[src/rtl/control_unit_pkg.sv]
// ============================================================================
// Module      : control_unit_pkg
// Description : Shared types and encodings for the control unit: FSM states,
//               instruction classes, opcode/ext fields, ALU operation codes
//               and datapath select codes.
// Revision    : 1.0 - initial release
// ============================================================================
`default_nettype none

package control_unit_pkg;

  // Controller states
  typedef enum logic [2:0] {
    ST_FETCH     = 3'd0,
    ST_DECODE    = 3'd1,
    ST_EXECUTE   = 3'd2,
    ST_WRITEBACK = 3'd3,
    ST_HALT      = 3'd4
  } state_t;

  // How an instruction moves through EXECUTE
  typedef enum logic [1:0] {
    CLS_WRITEBACK  = 2'd0,  // ALU result written in a separate WRITEBACK cycle
    CLS_EXEC_WRITE = 2'd1,  // register written directly in EXECUTE (moves)
    CLS_COMPARE    = 2'd2,  // flags only, no register write
    CLS_ILLEGAL    = 2'd3
  } instr_class_t;

  // Primary opcodes, instruction[15:12]
  localparam logic [3:0] OPC_REG   = 4'h0;
  localparam logic [3:0] OPC_ANDI  = 4'h1;
  localparam logic [3:0] OPC_ORI   = 4'h2;
  localparam logic [3:0] OPC_XORI  = 4'h3;
  localparam logic [3:0] OPC_ADDI  = 4'h5;
  localparam logic [3:0] OPC_SHIFT = 4'h8;
  localparam logic [3:0] OPC_SUBI  = 4'h9;
  localparam logic [3:0] OPC_CMPI  = 4'hB;
  localparam logic [3:0] OPC_MOVI  = 4'hD;
  localparam logic [3:0] OPC_LUI   = 4'hF;

  // Extended opcodes, instruction[7:4]
  localparam logic [3:0] EXT_LSHI0 = 4'h0;
  localparam logic [3:0] EXT_AND   = 4'h1;
  localparam logic [3:0] EXT_LSHI1 = 4'h1;
  localparam logic [3:0] EXT_OR    = 4'h2;
  localparam logic [3:0] EXT_XOR   = 4'h3;
  localparam logic [3:0] EXT_LSH   = 4'h4;
  localparam logic [3:0] EXT_ADD   = 4'h5;
  localparam logic [3:0] EXT_SUB   = 4'h9;
  localparam logic [3:0] EXT_CMP   = 4'hB;
  localparam logic [3:0] EXT_MOV   = 4'hD;

  // ALU operation codes
  localparam logic [2:0] ALU_ADD   = 3'd0;
  localparam logic [2:0] ALU_SUB   = 3'd1;
  localparam logic [2:0] ALU_CMP   = 3'd2;
  localparam logic [2:0] ALU_AND   = 3'd3;
  localparam logic [2:0] ALU_OR    = 3'd4;
  localparam logic [2:0] ALU_XOR   = 3'd5;
  localparam logic [2:0] ALU_SHIFT = 3'd6;

  // ALU A-operand select
  localparam logic [1:0] ALU_A_PC       = 2'd0;
  localparam logic [1:0] ALU_A_SRC      = 2'd1;
  localparam logic [1:0] ALU_A_IMM_SEXT = 2'd2;
  localparam logic [1:0] ALU_A_IMM_ZEXT = 2'd3;

  // ALU B-operand select
  localparam logic ALU_B_DEST = 1'b0;
  localparam logic ALU_B_ONE  = 1'b1;

  // Register write-data select
  localparam logic [1:0] WD_RESULT   = 2'd0;
  localparam logic [1:0] WD_SRC      = 2'd1;
  localparam logic [1:0] WD_IMM_ZEXT = 2'd2;
  localparam logic [1:0] WD_IMM_UP   = 2'd3;

endpackage

`default_nettype wire

[src/rtl/control_decoder.sv]
// ============================================================================
// Module      : control_decoder
// Description : Combinational instruction classifier. Maps an instruction
//               word to its execution class, ALU operation, A-operand select,
//               register write-data select, status update and legality.
// Revision    : 1.0 - initial release
// ============================================================================
`default_nettype none

module control_decoder
  import control_unit_pkg::*;
#(
  parameter int WIDTH = 16
) (
  input  logic [WIDTH-1:0] instruction,
  output instr_class_t     instr_class,
  output logic [2:0]       alu_operation,
  output logic [1:0]       alu_a_select,
  output logic [1:0]       write_data_select,
  output logic             status_update,
  output logic             legal
);

  logic [3:0] opcode;
  logic [3:0] ext;
  logic       unused_fields;

  assign opcode        = instruction[15:12];
  assign ext           = instruction[7:4];
  // Register and immediate fields are consumed by the datapath, not here
  assign unused_fields = ^{instruction[11:8], instruction[3:0]};
  assign legal         = (instr_class != CLS_ILLEGAL);

  // Classify the instruction and pick its execute-phase controls
  always_comb begin
    instr_class       = CLS_ILLEGAL;
    alu_operation     = ALU_ADD;
    alu_a_select      = ALU_A_SRC;
    write_data_select = WD_RESULT;
    status_update     = 1'b0;
    case (opcode)
      OPC_REG: begin
        case (ext)
          EXT_ADD: begin instr_class = CLS_WRITEBACK; alu_operation = ALU_ADD; status_update = 1'b1; end
          EXT_SUB: begin instr_class = CLS_WRITEBACK; alu_operation = ALU_SUB; status_update = 1'b1; end
          EXT_CMP: begin instr_class = CLS_COMPARE;   alu_operation = ALU_CMP; status_update = 1'b1; end
          EXT_AND: begin instr_class = CLS_WRITEBACK; alu_operation = ALU_AND; end
          EXT_OR:  begin instr_class = CLS_WRITEBACK; alu_operation = ALU_OR;  end
          EXT_XOR: begin instr_class = CLS_WRITEBACK; alu_operation = ALU_XOR; end
          EXT_MOV: begin instr_class = CLS_EXEC_WRITE; write_data_select = WD_SRC; end
          default: instr_class = CLS_ILLEGAL;
        endcase
      end
      OPC_ADDI: begin instr_class = CLS_WRITEBACK; alu_a_select = ALU_A_IMM_SEXT; alu_operation = ALU_ADD; status_update = 1'b1; end
      OPC_SUBI: begin instr_class = CLS_WRITEBACK; alu_a_select = ALU_A_IMM_SEXT; alu_operation = ALU_SUB; status_update = 1'b1; end
      OPC_CMPI: begin instr_class = CLS_COMPARE;   alu_a_select = ALU_A_IMM_SEXT; alu_operation = ALU_CMP; status_update = 1'b1; end
      OPC_ANDI: begin instr_class = CLS_WRITEBACK; alu_a_select = ALU_A_IMM_ZEXT; alu_operation = ALU_AND; end
      OPC_ORI:  begin instr_class = CLS_WRITEBACK; alu_a_select = ALU_A_IMM_ZEXT; alu_operation = ALU_OR;  end
      OPC_XORI: begin instr_class = CLS_WRITEBACK; alu_a_select = ALU_A_IMM_ZEXT; alu_operation = ALU_XOR; end
      OPC_MOVI: begin instr_class = CLS_EXEC_WRITE; alu_a_select = ALU_A_IMM_SEXT; write_data_select = WD_IMM_ZEXT; end
      OPC_LUI:  begin instr_class = CLS_EXEC_WRITE; write_data_select = WD_IMM_UP; end
      OPC_SHIFT: begin
        if (ext == EXT_LSH) begin
          instr_class   = CLS_WRITEBACK;
          alu_a_select  = ALU_A_SRC;
          alu_operation = ALU_SHIFT;
        end else if ((ext == EXT_LSHI0) || (ext == EXT_LSHI1)) begin
          instr_class   = CLS_WRITEBACK;
          alu_a_select  = ALU_A_IMM_SEXT;
          alu_operation = ALU_SHIFT;
        end
      end
      default: instr_class = CLS_ILLEGAL;
    endcase
  end

endmodule

`default_nettype wire

[src/rtl/control_unit.sv]
// ============================================================================
// Module      : control_unit
// Description : Multi-cycle Moore controller (FETCH, DECODE, EXECUTE,
//               WRITEBACK, HALT) driving datapath selects and write strobes.
//               Build option CONTROL_UNIT_ILLEGAL_HALT_EN: when defined an
//               illegal instruction parks the core in HALT; otherwise it runs
//               as a NOP and halted stays 0.
// Revision    : 1.0 - initial release
// ============================================================================
`default_nettype none

module control_unit
  import control_unit_pkg::*;
#(
  parameter int WIDTH = 16
) (
  input  logic             clock,
  input  logic             reset,
  input  logic [WIDTH-1:0] instruction,
  input  logic             memory_ready,
  output logic [1:0]       alu_a_select,
  output logic             alu_b_select,
  output logic [2:0]       alu_operation,
  output logic             program_counter_write_enable,
  output logic             instruction_write_enable,
  output logic             status_write_enable,
  output logic             register_write_enable,
  output logic [1:0]       register_write_data_select,
  output logic             halted
);

  state_t       state_q;
  state_t       state_d;
  instr_class_t dec_class;
  logic [2:0]   dec_alu_operation;
  logic [1:0]   dec_alu_a_select;
  logic [1:0]   dec_write_data_select;
  logic         dec_status_update;
  logic         dec_legal;

  control_decoder #(
    .WIDTH (WIDTH)
  ) u_decoder (
    .instruction       (instruction),
    .instr_class       (dec_class),
    .alu_operation     (dec_alu_operation),
    .alu_a_select      (dec_alu_a_select),
    .write_data_select (dec_write_data_select),
    .status_update     (dec_status_update),
    .legal             (dec_legal)
  );

  // State register; reset always lands in FETCH, including from HALT
  always_ff @(posedge clock) begin
    if (reset) begin
      state_q <= ST_FETCH;
    end else begin
      state_q <= state_d;
    end
  end

  // Next-state and Moore outputs; reset gates every output to 0 immediately
  always_comb begin
    state_d                      = state_q;
    alu_a_select                 = ALU_A_PC;
    alu_b_select                 = ALU_B_DEST;
    alu_operation                = ALU_ADD;
    program_counter_write_enable = 1'b0;
    instruction_write_enable     = 1'b0;
    status_write_enable          = 1'b0;
    register_write_enable        = 1'b0;
    register_write_data_select   = WD_RESULT;
    halted                       = 1'b0;
    case (state_q)
      ST_FETCH: begin
        if (memory_ready) begin
          instruction_write_enable = 1'b1;
          state_d                  = ST_DECODE;
        end
      end
      ST_DECODE: begin
        // PC increment happens for every instruction, legal or not
        alu_a_select                 = ALU_A_PC;
        alu_b_select                 = ALU_B_ONE;
        alu_operation                = ALU_ADD;
        program_counter_write_enable = 1'b1;
`ifdef CONTROL_UNIT_ILLEGAL_HALT_EN
        state_d = dec_legal ? ST_EXECUTE : ST_HALT;
`else
        state_d = ST_EXECUTE;
`endif
      end
      ST_EXECUTE: begin
        state_d = ST_FETCH;
        if (dec_legal) begin
          alu_a_select        = dec_alu_a_select;
          alu_b_select        = ALU_B_DEST;
          alu_operation       = dec_alu_operation;
          status_write_enable = dec_status_update;
          case (dec_class)
            CLS_WRITEBACK: state_d = ST_WRITEBACK;
            CLS_EXEC_WRITE: begin
              register_write_enable      = 1'b1;
              register_write_data_select = dec_write_data_select;
            end
            default: state_d = ST_FETCH;
          endcase
        end
      end
      ST_WRITEBACK: begin
        register_write_enable      = 1'b1;
        register_write_data_select = WD_RESULT;
        state_d                    = ST_FETCH;
      end
      ST_HALT: begin
`ifdef CONTROL_UNIT_ILLEGAL_HALT_EN
        halted  = 1'b1;
        state_d = ST_HALT;
`else
        state_d = ST_FETCH;
`endif
      end
      default: state_d = ST_FETCH;
    endcase
    if (reset) begin
      state_d                      = ST_FETCH;
      alu_a_select                 = ALU_A_PC;
      alu_b_select                 = ALU_B_DEST;
      alu_operation                = ALU_ADD;
      program_counter_write_enable = 1'b0;
      instruction_write_enable     = 1'b0;
      status_write_enable          = 1'b0;
      register_write_enable        = 1'b0;
      register_write_data_select   = WD_RESULT;
      halted                       = 1'b0;
    end
  end

endmodule

`default_nettype wire

[config.mk]
export PLATFORM = sky130hd
export DESIGN_NAME = control_unit
export DESIGN_NICKNAME = d
export VERILOG_FILES = /design/src/rtl/control_unit_pkg.sv /design/src/rtl/control_decoder.sv /design/src/rtl/control_unit.sv
export SDC_FILE = /design/constraint.sdc
export NUM_CORES = 1
export LEC_CHECK = 0
export BUFFER_PORTS_ARGS = -buffer_cell sky130_fd_sc_hd__buf_2
export CORE_MARGIN = 4
export CORE_UTILIZATION = 32
export CTS_CLUSTER_SIZE = 40
export DETAILED_ROUTE_END_ITERATION = 16
export GPL_TIMING_DRIVEN = 0
export HOLD_SLACK_MARGIN = 0.02
export REMOVE_ABC_BUFFERS = 1
export SYNTH_ARGS = -nofsm -noshare
export SYNTH_HDL_FRONTEND = slang
export SYNTH_SLANG_ARGS = --single-unit
[constraint.sdc]
create_clock -name clock -period 2.05 [get_ports clock]
set_input_delay 0.205 -clock clock [delete_from_list [all_inputs] [get_ports clock]]
set_output_delay 0.205 -clock clock [all_outputs]
set_load 0.01 [all_outputs]
==> results_dict.tcl <==
set metrics [dict create \
    die_height_um 49.4 \
    area_growth_pct 23.5 \
    hold_class "in2reg" \
    wl_per_cell_um 13.2 \
    synth_area_um2 549 \
    final_nets 124 \
    syn_area_per_cell_um2 6.31 \
    clock_latency_ns 0.22 \
    synth_area_leaders "a21oi_1 9.1%, dfxtp_1 7.3%, nor2_1 6.2%" \
    first_global_vias 573 \
    ctsLongestPathBuffers 2 \
    cp_common_cell "buf_2" \
    postSynthCellCount 87 \
    grt_usage 0.135 \
    cpPeakStageDelay_ns 0.49 \
    cts_buffers 3 \
    path_buf_inv 2 \
    antenna_cells 0 \
    power_w 0.000239 \
    yosysWarnings 0 \
    crit_fanout 9 \
    regArea_um2 40.0 \
    startpoint_type "input port" \
    vias 686 \
    power_density_mw_per_mm2 353 \
    grt_pass1_wl_um 2710 \
    yosysSeqAreaShare 0.0729 \
    multi_input_area_um2 474 \
    drive_above_1_share 0.301 \
    synth-simple-area-share 0.428 \
    top_register "state_q" \
    overflow 0 \
    largest_reg_flops 2 \
    status "finished clean" \
    place.gp.congestion 0.832 \
    fmaxAchievable_mhz 517 \
    cts-root-buf "clkbuf_4" \
    synth_compound_area_frac 0.374 \
    critPathRequiredTime_ns 1.85 \
    timing.hold.ws_ns 0.347 \
    clock_sinks 2 \
    synth_adder_area_share 0 \
    path_delay_family "simple AND/OR/NAND/NOR gates" \
    core-area_mm2 0.00156 \
    utilization 0.435 \
    htree_num_levels 1 \
    end_kind "output port" \
    io_pins 32 \
    ys.flop_type "dfxtp_1" \
    cts_resized 0 \
    drt_wl_total_um 1570 \
    clkTransAtPathRegs_ns 0.03 \
    nFillCells 173 \
    vias_per_cell 5.76 \
    io_buffer_count 22 \
    setup_violations 0 \
    drtIter0Drc 14 \
    max_cap_viol_count 0 \
    synth_edf_count 0 \
    p_leak_nw 0.305 \
    die_area_mm2 0.00244 \
    largestRegisters "state_q x2" \
    worstPathArrival_ns 1.73 \
    async_flop_share 0 \
    synthMuxAreaShare 0.0182 \
    worst_slack_ns 0.117 \
    route.detailed.drc 0 \
    rsz0062_at_grt "no" \
    synth-xor-area-share 0 \
    ys_types 39 \
    yosysTopAreaCellShare 0.0911 \
    hold_viol 0 \
    crit_chain "buf_2 > nor3b_1 > or4_1 > a21o_1 > o21ai_4 > a2111oi_2 > buf_2" \
    grt_max_degree 19 \
    slowest_stage "or4_1" \
    cts_tree "built" \
    initial_core_util 0.352 \
    final_antenna_net_count 0 \
    setup-tns-final_ns 0 \
    dp_slack_ns 0.0409 \
    post_cts_buffers 0 \
    drt_pass1_iterations 4 \
    slew_violations 0 \
    synth_area_leader_cell "a21oi_1" \
    period_needed_ns 1.93 \
    ys_seq_elements 2 \
    cts_hold_repair.buffers 0 \
    timing.final.crit_share 0.943 \
    ir_drop_mv 0.361 \
    antenna_found_initial 0 \
    criticalPathCategory "in2out" \
    synth_top_family_by_area "simple AND/OR/NAND/NOR gates" \
    die_x_um 49.4 \
    dp_hpwl_um 1150 \
    row_count 14 \
    finClkSkew_ns 0.00208 \
]
## through the flow
step / cell area (um^2) / std cells
6_report: 678 / 119
5_1_grt: 678 / 119
4_1_cts: 658 / 119
3_5_place_dp: 636 / 116
3_3_place_gp: 636 / 116
2_1_floorplan: 505 / 78
## kinds of logic after synthesis
| group | Yosys count |
|---|---|
| other | 1 |
| AO/OA/AOI/OAI | 28 |
| buffers and inverters | 12 |
| AND/OR/NAND/NOR | 43 |
| multiplexers | 1 |
| flip-flops | 2 |
## worst register-to-register path, delay by kind of cell (launching register included)
family / cells / cell delay (ns)
DFF: 1 / 0.35
and+or+nand+nor: 3 / 0.58
## Yosys cell counts, drive strengths merged (2+ instances only)
cell,n
o21ai,6
inv,3
nor2b,3
nand2,7
nor2,10
a21oi,10
nor4,2
dfxtp,2
nand3,3
nor3,3
a21o,2
nor3b,4
nand2b,2
buf,4
and2,2
clkbuf,5
nand4,2
## layer usage
| metal | GRT usage | share of wire | vias to the layer above |
|---|---|---|---|
| met3 | 0.0275 | 0.022 | 0 |
| met4 | 0.0276 | 0 | 0 |
| li1 | - | - | 350 |
| met2 | 0.196 | 0.49 | 6 |
| met1 | 0.201 | 0.49 | 330 |
| met5 | 0 | 0 | - |
## cell type report
type	instances	area share
clock buffer	3	0.0332
inverter	3	0.0166
multi-input combinational	73	0.699
sequential	2	0.0590
tap	16	0.0295
timing repair buffer	22	0.162
## where the power goes
| part | switching (W) | leakage, nW | internal, W |
|---|---|---|---|
| clock | 0.0000198 | 0.0138 | 0.0000644 |
| sequential | 0.00000286 | 0.0165 | 0.0000424 |
| combinational | 0.0000684 | 0.275 | 0.0000414 |
| total | 0.0000911 | 0.305 | 0.000148 |
## path summary, 6_finish.rpt
path | slack (ns) | endpoint | start | depth (start not counted)
max | 0.12 | alu_operation[0] | instruction[5] | 7
min | 0.35 | state_q[0] | reset | 3
max reg2reg | 1.05 | state_q[1] | state_q[1] | 3
min reg2reg | 0.61 | state_q[0] | state_q[1] | 2
## placed cells by master (no fill, tap or decap), types with 2 or more instances in the layout
cell,n
a21oi_1,10
nor2b_1,3
nand2b_1,2
nor3_1,3
nor3b_1,3
a21o_1,2
clkbuf_4,3
nand3_1,3
nand4_1,2
inv_1,2
o21ai_0,4
nor2_1,9
nand2_1,7
dfxtp_1,2
nor4_1,2
and2_1,2
buf_2,22
(Power assumes the default switching activity.)
